--- src/rtl/iob_fifo_burst_ctrl.sv ---
// iob_fifo_burst_ctrl
//   Read-side controller for iob_fifo_sync. Waits until the FIFO holds a full
//   burst, then drains it onto a valid/ready stream with a last flag. If data
//   sits below the burst length for timeout_i WAIT cycles, a partial burst of
//   the current level is issued instead. A 2-entry skid buffer absorbs the
//   FIFO's 1-cycle read latency so the stream runs at 1 word/cycle.
// Ports
//   clk_i, cke_i, arst_i    clock, clock enable (all state holds when low), async reset (high)
//   en_i                    allow new bursts to start
//   burst_len_i             burst length in words (0 -> 1, clamped to FIFO depth)
//   timeout_i               WAIT cycles before a partial burst, 0 = never
//   fifo_level_i/empty_i    FIFO status
//   fifo_r_en_o/r_data_i    FIFO read port, data valid the cycle after the enable
//   m_valid_o/ready_i/data_o/last_o   output stream
//   busy_o                  burst in progress (BURST or DRAIN)
//   partial_o               1-cycle pulse when a timeout burst starts
module iob_fifo_burst_ctrl #(
    parameter int DATA_W    = 32,
    parameter int ADDR_W    = 4,
    parameter int BURST_W   = 8,
    parameter int TIMEOUT_W = 16
) (
    input  logic                 clk_i,
    input  logic                 cke_i,
    input  logic                 arst_i,
    input  logic                 en_i,
    input  logic [BURST_W-1:0]   burst_len_i,
    input  logic [TIMEOUT_W-1:0] timeout_i,
    input  logic [ADDR_W:0]      fifo_level_i,
    input  logic                 fifo_empty_i,
    output logic                 fifo_r_en_o,
    input  logic [DATA_W-1:0]    fifo_r_data_i,
    output logic                 m_valid_o,
    input  logic                 m_ready_i,
    output logic [DATA_W-1:0]    m_data_o,
    output logic                 m_last_o,
    output logic                 busy_o,
    output logic                 partial_o
);
    localparam int LVL_W = ADDR_W + 1;
    localparam int CMP_W = (BURST_W > LVL_W) ? BURST_W : LVL_W;
    localparam logic [CMP_W-1:0] DEPTH_C = CMP_W'(1 << ADDR_W);

    typedef enum logic [1:0] {S_IDLE, S_WAIT, S_BURST, S_DRAIN} state_t;

    state_t               state_q, state_d;
    logic [TIMEOUT_W-1:0] tmr_q, tmr_d;
    logic [LVL_W-1:0]     rd_left_q, rd_left_d;
    logic [LVL_W-1:0]     out_left_q, out_left_d;
    logic [1:0]           buf_cnt_q, buf_cnt_d;
    logic [DATA_W-1:0]    buf0_q, buf0_d, buf1_q, buf1_d;
    logic                 inflight_q, inflight_d;

    logic [CMP_W-1:0]     len_ext;
    logic [LVL_W-1:0]     eff_len;
    logic [2:0]           occ;
    logic                 full_ok, tmo_hit, pop, rd_en, partial;

    // Effective burst length: 0 means 1, anything above the FIFO depth is clamped.
    always_comb begin
        len_ext = CMP_W'(burst_len_i);
        if (len_ext == '0)
            eff_len = LVL_W'(1);
        else if (len_ext > DEPTH_C)
            eff_len = LVL_W'(1 << ADDR_W);
        else
            eff_len = len_ext[LVL_W-1:0];
    end

    assign full_ok   = fifo_level_i >= eff_len;
    assign tmo_hit   = (timeout_i != '0) && (tmr_q == timeout_i - TIMEOUT_W'(1));
    assign m_valid_o = buf_cnt_q != 2'd0;
    assign m_data_o  = buf0_q;
    assign m_last_o  = m_valid_o && (out_left_q == LVL_W'(1));
    assign pop       = m_valid_o && m_ready_i;
    assign busy_o    = (state_q == S_BURST) || (state_q == S_DRAIN);

    // Skid occupancy after this edge, counting the word already in flight.
    // Reading only while it stays below 2 guarantees the buffer never overflows.
    assign occ   = 3'(buf_cnt_q) + 3'(inflight_q) - 3'(pop);
    assign rd_en = cke_i && (state_q == S_BURST) && (rd_left_q != '0) &&
                   !fifo_empty_i && (occ < 3'd2);
    assign fifo_r_en_o = rd_en;
    assign partial_o   = partial && cke_i;

    always_comb begin
        state_d    = state_q;
        tmr_d      = tmr_q;
        rd_left_d  = rd_left_q;
        out_left_d = out_left_q;
        partial    = 1'b0;
        case (state_q)
            S_IDLE: begin
                if (en_i && full_ok) begin
                    state_d    = S_BURST;
                    rd_left_d  = eff_len;
                    out_left_d = eff_len;
                end else if (en_i && !fifo_empty_i) begin
                    state_d = S_WAIT;
                    tmr_d   = '0;
                end
            end
            S_WAIT: begin
                if (!en_i) begin
                    state_d = S_IDLE;
                end else if (full_ok) begin
                    state_d    = S_BURST;
                    rd_left_d  = eff_len;
                    out_left_d = eff_len;
                end else if (tmo_hit) begin
                    // Level is a safe burst size: nobody else reads the FIFO.
                    state_d    = S_BURST;
                    rd_left_d  = fifo_level_i;
                    out_left_d = fifo_level_i;
                    partial    = 1'b1;
                end else begin
                    tmr_d = tmr_q + TIMEOUT_W'(1);
                end
            end
            S_BURST: if (rd_left_q == '0) state_d = S_DRAIN;
            S_DRAIN: if (pop && m_last_o) state_d = S_IDLE;
            default: state_d = S_IDLE;
        endcase
        // Reads only happen in BURST and pops only once data is buffered, so
        // these never collide with the counter loads above.
        if (rd_en) rd_left_d  = rd_left_q - LVL_W'(1);
        if (pop)   out_left_d = out_left_q - LVL_W'(1);
    end

    // Skid buffer: buf0 is the head presented on m_data_o, buf1 the overflow slot.
    always_comb begin
        buf0_d     = buf0_q;
        buf1_d     = buf1_q;
        buf_cnt_d  = buf_cnt_q;
        inflight_d = rd_en;
        case ({inflight_q, pop})
            2'b10: begin
                if (buf_cnt_q == 2'd0) buf0_d = fifo_r_data_i;
                else                   buf1_d = fifo_r_data_i;
                buf_cnt_d = buf_cnt_q + 2'd1;
            end
            2'b01: begin
                buf0_d    = buf1_q;
                buf_cnt_d = buf_cnt_q - 2'd1;
            end
            2'b11: begin
                if (buf_cnt_q == 2'd1) begin
                    buf0_d = fifo_r_data_i;
                end else begin
                    buf0_d = buf1_q;
                    buf1_d = fifo_r_data_i;
                end
            end
            default: ;
        endcase
    end

    always_ff @(posedge clk_i or posedge arst_i) begin
        if (arst_i) begin
            state_q    <= S_IDLE;
            tmr_q      <= '0;
            rd_left_q  <= '0;
            out_left_q <= '0;
            buf_cnt_q  <= '0;
            buf0_q     <= '0;
            buf1_q     <= '0;
            inflight_q <= 1'b0;
        end else if (cke_i) begin
            state_q    <= state_d;
            tmr_q      <= tmr_d;
            rd_left_q  <= rd_left_d;
            out_left_q <= out_left_d;
            buf_cnt_q  <= buf_cnt_d;
            buf0_q     <= buf0_d;
            buf1_q     <= buf1_d;
            inflight_q <= inflight_d;
        end
    end
endmodule

--- config.mk ---
export PLATFORM = sky130hd
export DESIGN_NAME = iob_fifo_burst_ctrl
export DESIGN_NICKNAME = d
export VERILOG_FILES = /design/src/rtl/iob_fifo_burst_ctrl.sv
export SDC_FILE = /design/constraint.sdc
export NUM_CORES = 1
export LEC_CHECK = 0
export BUFFER_PORTS_ARGS = -buffer_cell sky130_fd_sc_hd__buf_2
export CORE_MARGIN = 4
export CORE_UTILIZATION = 45
export CTS_CLUSTER_DIAMETER = 120
export DETAILED_ROUTE_END_ITERATION = 16
export MAX_ROUTING_LAYER = met4
export PLACE_DENSITY = 0.67
export SETUP_SLACK_MARGIN = 0.4
export SLEW_MARGIN = 20
export SYNTH_ARGS = -nofsm -noshare
export SYNTH_HDL_FRONTEND = slang
export SYNTH_SLANG_ARGS = --single-unit
--- constraint.sdc ---
create_clock -name clk_i -period 3.3 [get_ports clk_i]
set_clock_uncertainty 0.1 [all_clocks]
set_input_delay 0 -clock clk_i [delete_from_list [all_inputs] [get_ports clk_i]]
set_output_delay 0 -clock clk_i [all_outputs]
set_load 0.01 [all_outputs]
==> results_dict.tcl <==
set metrics [dict create \
    overflow 0 \
    p_per_area_mw_per_mm2 680 \
    post_dp_cell_area_mm2 0.00631 \
    grt_pass1_vias 5029 \
    max_stage_delay_ns 0.58 \
    syn2layout_area_growth_pct 28.8 \
    remaining_drc_errors 0 \
    peakVddDrop_v 0.000464 \
    core_area_mm2 0.0121 \
    cts_root_buf "clkbuf_16" \
    ys.flop_type "dfrtp_1" \
    swShare_pct 37.0 \
    gp_congestion 0.904 \
    utilization_pct 59.4 \
    synth_commonest_cells "dfrtp_1, nand2_1, o21ai_0, mux2_2, a22oi_1" \
    rows 40 \
    path_class "in2reg" \
    syn_avg_cell_area_um2 9.56 \
    cts_tree "done" \
    crit_top_cell "a21o_1" \
    ys_types 61 \
    async_flop_share_pct 100 \
    antenna_left 0 \
    switching_power_mw 1.80 \
    setup_viol 0 \
    critPathLaunchType "input port" \
    wl_per_cell_um 17.1 \
    ys_ff_latch 95 \
    synth_edf_count 0 \
    die_h_um 119 \
    final_nets 807 \
    pre_cts_slack_ns 0.0718 \
    maxSlewViolCount 0 \
    gr-usage-all-layers_pct 21.7 \
    power_frac_clock_pct 22.8 \
    layout-drive-gt1-share_pct 28.3 \
    grt_pass1_wl_um 24700 \
    ys_seq_area_share_pct 42.7 \
    antenna_cells 0 \
    die-area_mm2 0.0142 \
    worstSetupEndpointType "flip-flop" \
    period_share_pct 85.1 \
    min_path_type "in2reg" \
    synth_fp_nets 665 \
    critical-path-top-delay-family "compound AO/OA/AOI/OAI gates" \
    cp_cell_sequence "buf_2 -> nor4_4 -> o21a_1 -> ha_1 -> nand2b_1 -> a21o_1 -> a21o_1 -> a21o_1 -> a2111oi_4 -> buf_4 -> o2111ai_4 -> or4_1 -> a21oi_2" \
    worstPathArrival_ns 2.99 \
    htreeDepth 3 \
    antenna_found_initial 0 \
    clockBufferDepth 2 \
    portBuffers 103 \
    die_x_um 119 \
    path_max_fanout 5 \
    synth_top_area_share_pct 42.7 \
    hold_ws_ns 0.0125 \
    place_inst 837 \
    syn-cell-area_mm2 0.00556 \
    syn_inst 582 \
    design_power_total_mw 4.87 \
    routed_wl_um 15300 \
    crit_required_ns 3.48 \
    tightest_slew_ns 0.879 \
    num_vias 5060 \
    path_clk_slew_ns 0.07 \
    cts_sinks 95 \
    status "finished, final reports clean" \
    setup_ws_ns 0.492 \
    pwr-share-comb_pct 36.7 \
    drv_cap 0 \
    cp_slowest_cell "or4_1" \
    leakage_nw 3.29 \
    min_period_ns 2.81 \
    final_cells 897 \
    dpl.hpwl_um 10500 \
    drt_iter0_drc 378 \
    start_util_pct 46.1 \
    finalHoldViolCount 0 \
    yosysMostFrequentCell "dfrtp_1" \
    fmax_mhz 356 \
    rsz0062_at_grt "yes" \
    io_pins 104 \
    pwr-share-seq_pct 40.5 \
    yosys.area.top_type "dfrtp_1" \
    synth_area_leaders "dfrtp_1, mux2_2, o21ai_0, a22oi_1, nand2_1" \
    grt_max_degree 72 \
    setup_tns_ns 0 \
    cts_made_buffers 9 \
    p_int_mw 3.07 \
    critical_path_buf_inv_count 2 \
    clk-insertion-delay-late_ns 0.34 \
    relSlewSlack_pct 41.4 \
    vias_per_cell 5.64 \
    drt_first_pass_iters 5 \
    finalInstanceArea_mm2 0.00716 \
    synth_warnings 0 \
]
metal layers:
layer / track usage [%] / wire length (µm) / vias up / part of all wire (%)
met4: 6.81 / 361 / 0 / 2.4
met3: 4.08 / 749 / 25 / 4.9
li1: - / - / 2445 / -
met2: 35.9 / 7710 / 139 / 50
met5: - / 0 / - / 0
met1: 27.0 / 6490 / 2451 / 42
final cells by class:
class	count	area (µm²)
Fill cell	1026	4900
Multi-Input combinational cell	431	3100
Sequential cell	95	2380
Timing Repair Buffer	160	1050
Clock buffer	9	225
Tap cell	168	210
Inverter	27	104
Clock inverter	7	97.6
kinds of logic (layout without fill, tap and decap cells):
| logic type | count (synthesis) | count (layout) | synth area share (%) |
|---|---|---|---|
| simple gates | 185 | 185 | 17.5 |
| buf+inv | 58 | 203 | 4.25 |
| xor+xnor | 23 | 23 | 3.62 |
| mux | 36 | 36 | 7.22 |
| flops | 95 | 95 | 42.7 |
| compound gates | 169 | 171 | 20.9 |
| fa+ha+maj | 16 | 16 | 3.73 |
final timing paths:
kind / startpoint / to / slack, ns / depth (start not counted)
max: burst_len_i[7] / tmr_q[13] / 0.49 / 13
min: fifo_empty_i / tmr_q[4] / 0.01 / 4
max reg2reg: tmr_q[6] / out_left_q[3] / 0.51 / 8
min reg2reg: m_data_o[13] / m_data_o[13] / 0.38 / 2
max in group asynchronous: arst_i / tmr_q[10] / 2.05 / 4
min in group asynchronous: arst_i / out_left_q[1] / 0.31 / 3
sequential cells by signal, summed over array words and instances (netlist names):
name / flops
buf1_q: 32
m_data_o: 32
tmr_q: 16
out_left_q: 5
rd_left_q: 5
buf_cnt_q: 2
state_q: 2
inflight_q: 1
layout by cell type (no fill, tap or decap), types with 4 or more instances in the layout:
master         count
inv_1             22
inv_2              4
nor3_1            18
a21oi_1           22
a211o_1            4
dfrtp_1           95
nand4_1            5
clkbuf_16          9
nand2b_1           6
a21o_1             8
a221oi_1           4
o211ai_1           6
a211oi_1           7
nand2_1           59
o31ai_1           10
o21ai_0           48
dlygate4sd3_1     36
and3_1             7
and2_1             5
xor2_1            12
nand3_1           16
or4_1             11
o21a_1             4
mux2_2            33
buf_2            103
buf_4             20
a22oi_1           32
or3_1              9
nor2_1            27
xnor2_1           11
ha_1              13
power groups by stage:
stage	Clock (mW)	Combinational (mW)	Sequential, mW
floorplan	0	1.02	2.00
detailed placement	0	1.69	1.97
global placement	0	1.63	1.95
CTS	1.13	1.73	1.96
finish	1.11	1.79	1.97
global route	1.19	2.00	2.03
tightest hold or removal path: cells and delay by family:
family,cells,cell delay (ns)
compound gates,1,0.13
buf+inv,1,0.10
simple gates,2,0.19
timing repair:
| item | CTS | global route |
|---|---|---|
| cloned | 0 | 2 |
| gates resized for setup | 8 | 13 |
| setup buffers | 2 | 4 |
| endpoints found under the setup margin | 7 | 19 |
| hold buffers | 36 | 0 |
| pin swaps | 1 | 10 |
| endpoints found under the hold margin | 136 | 0 |
Power figures use the tool's default switching activity.
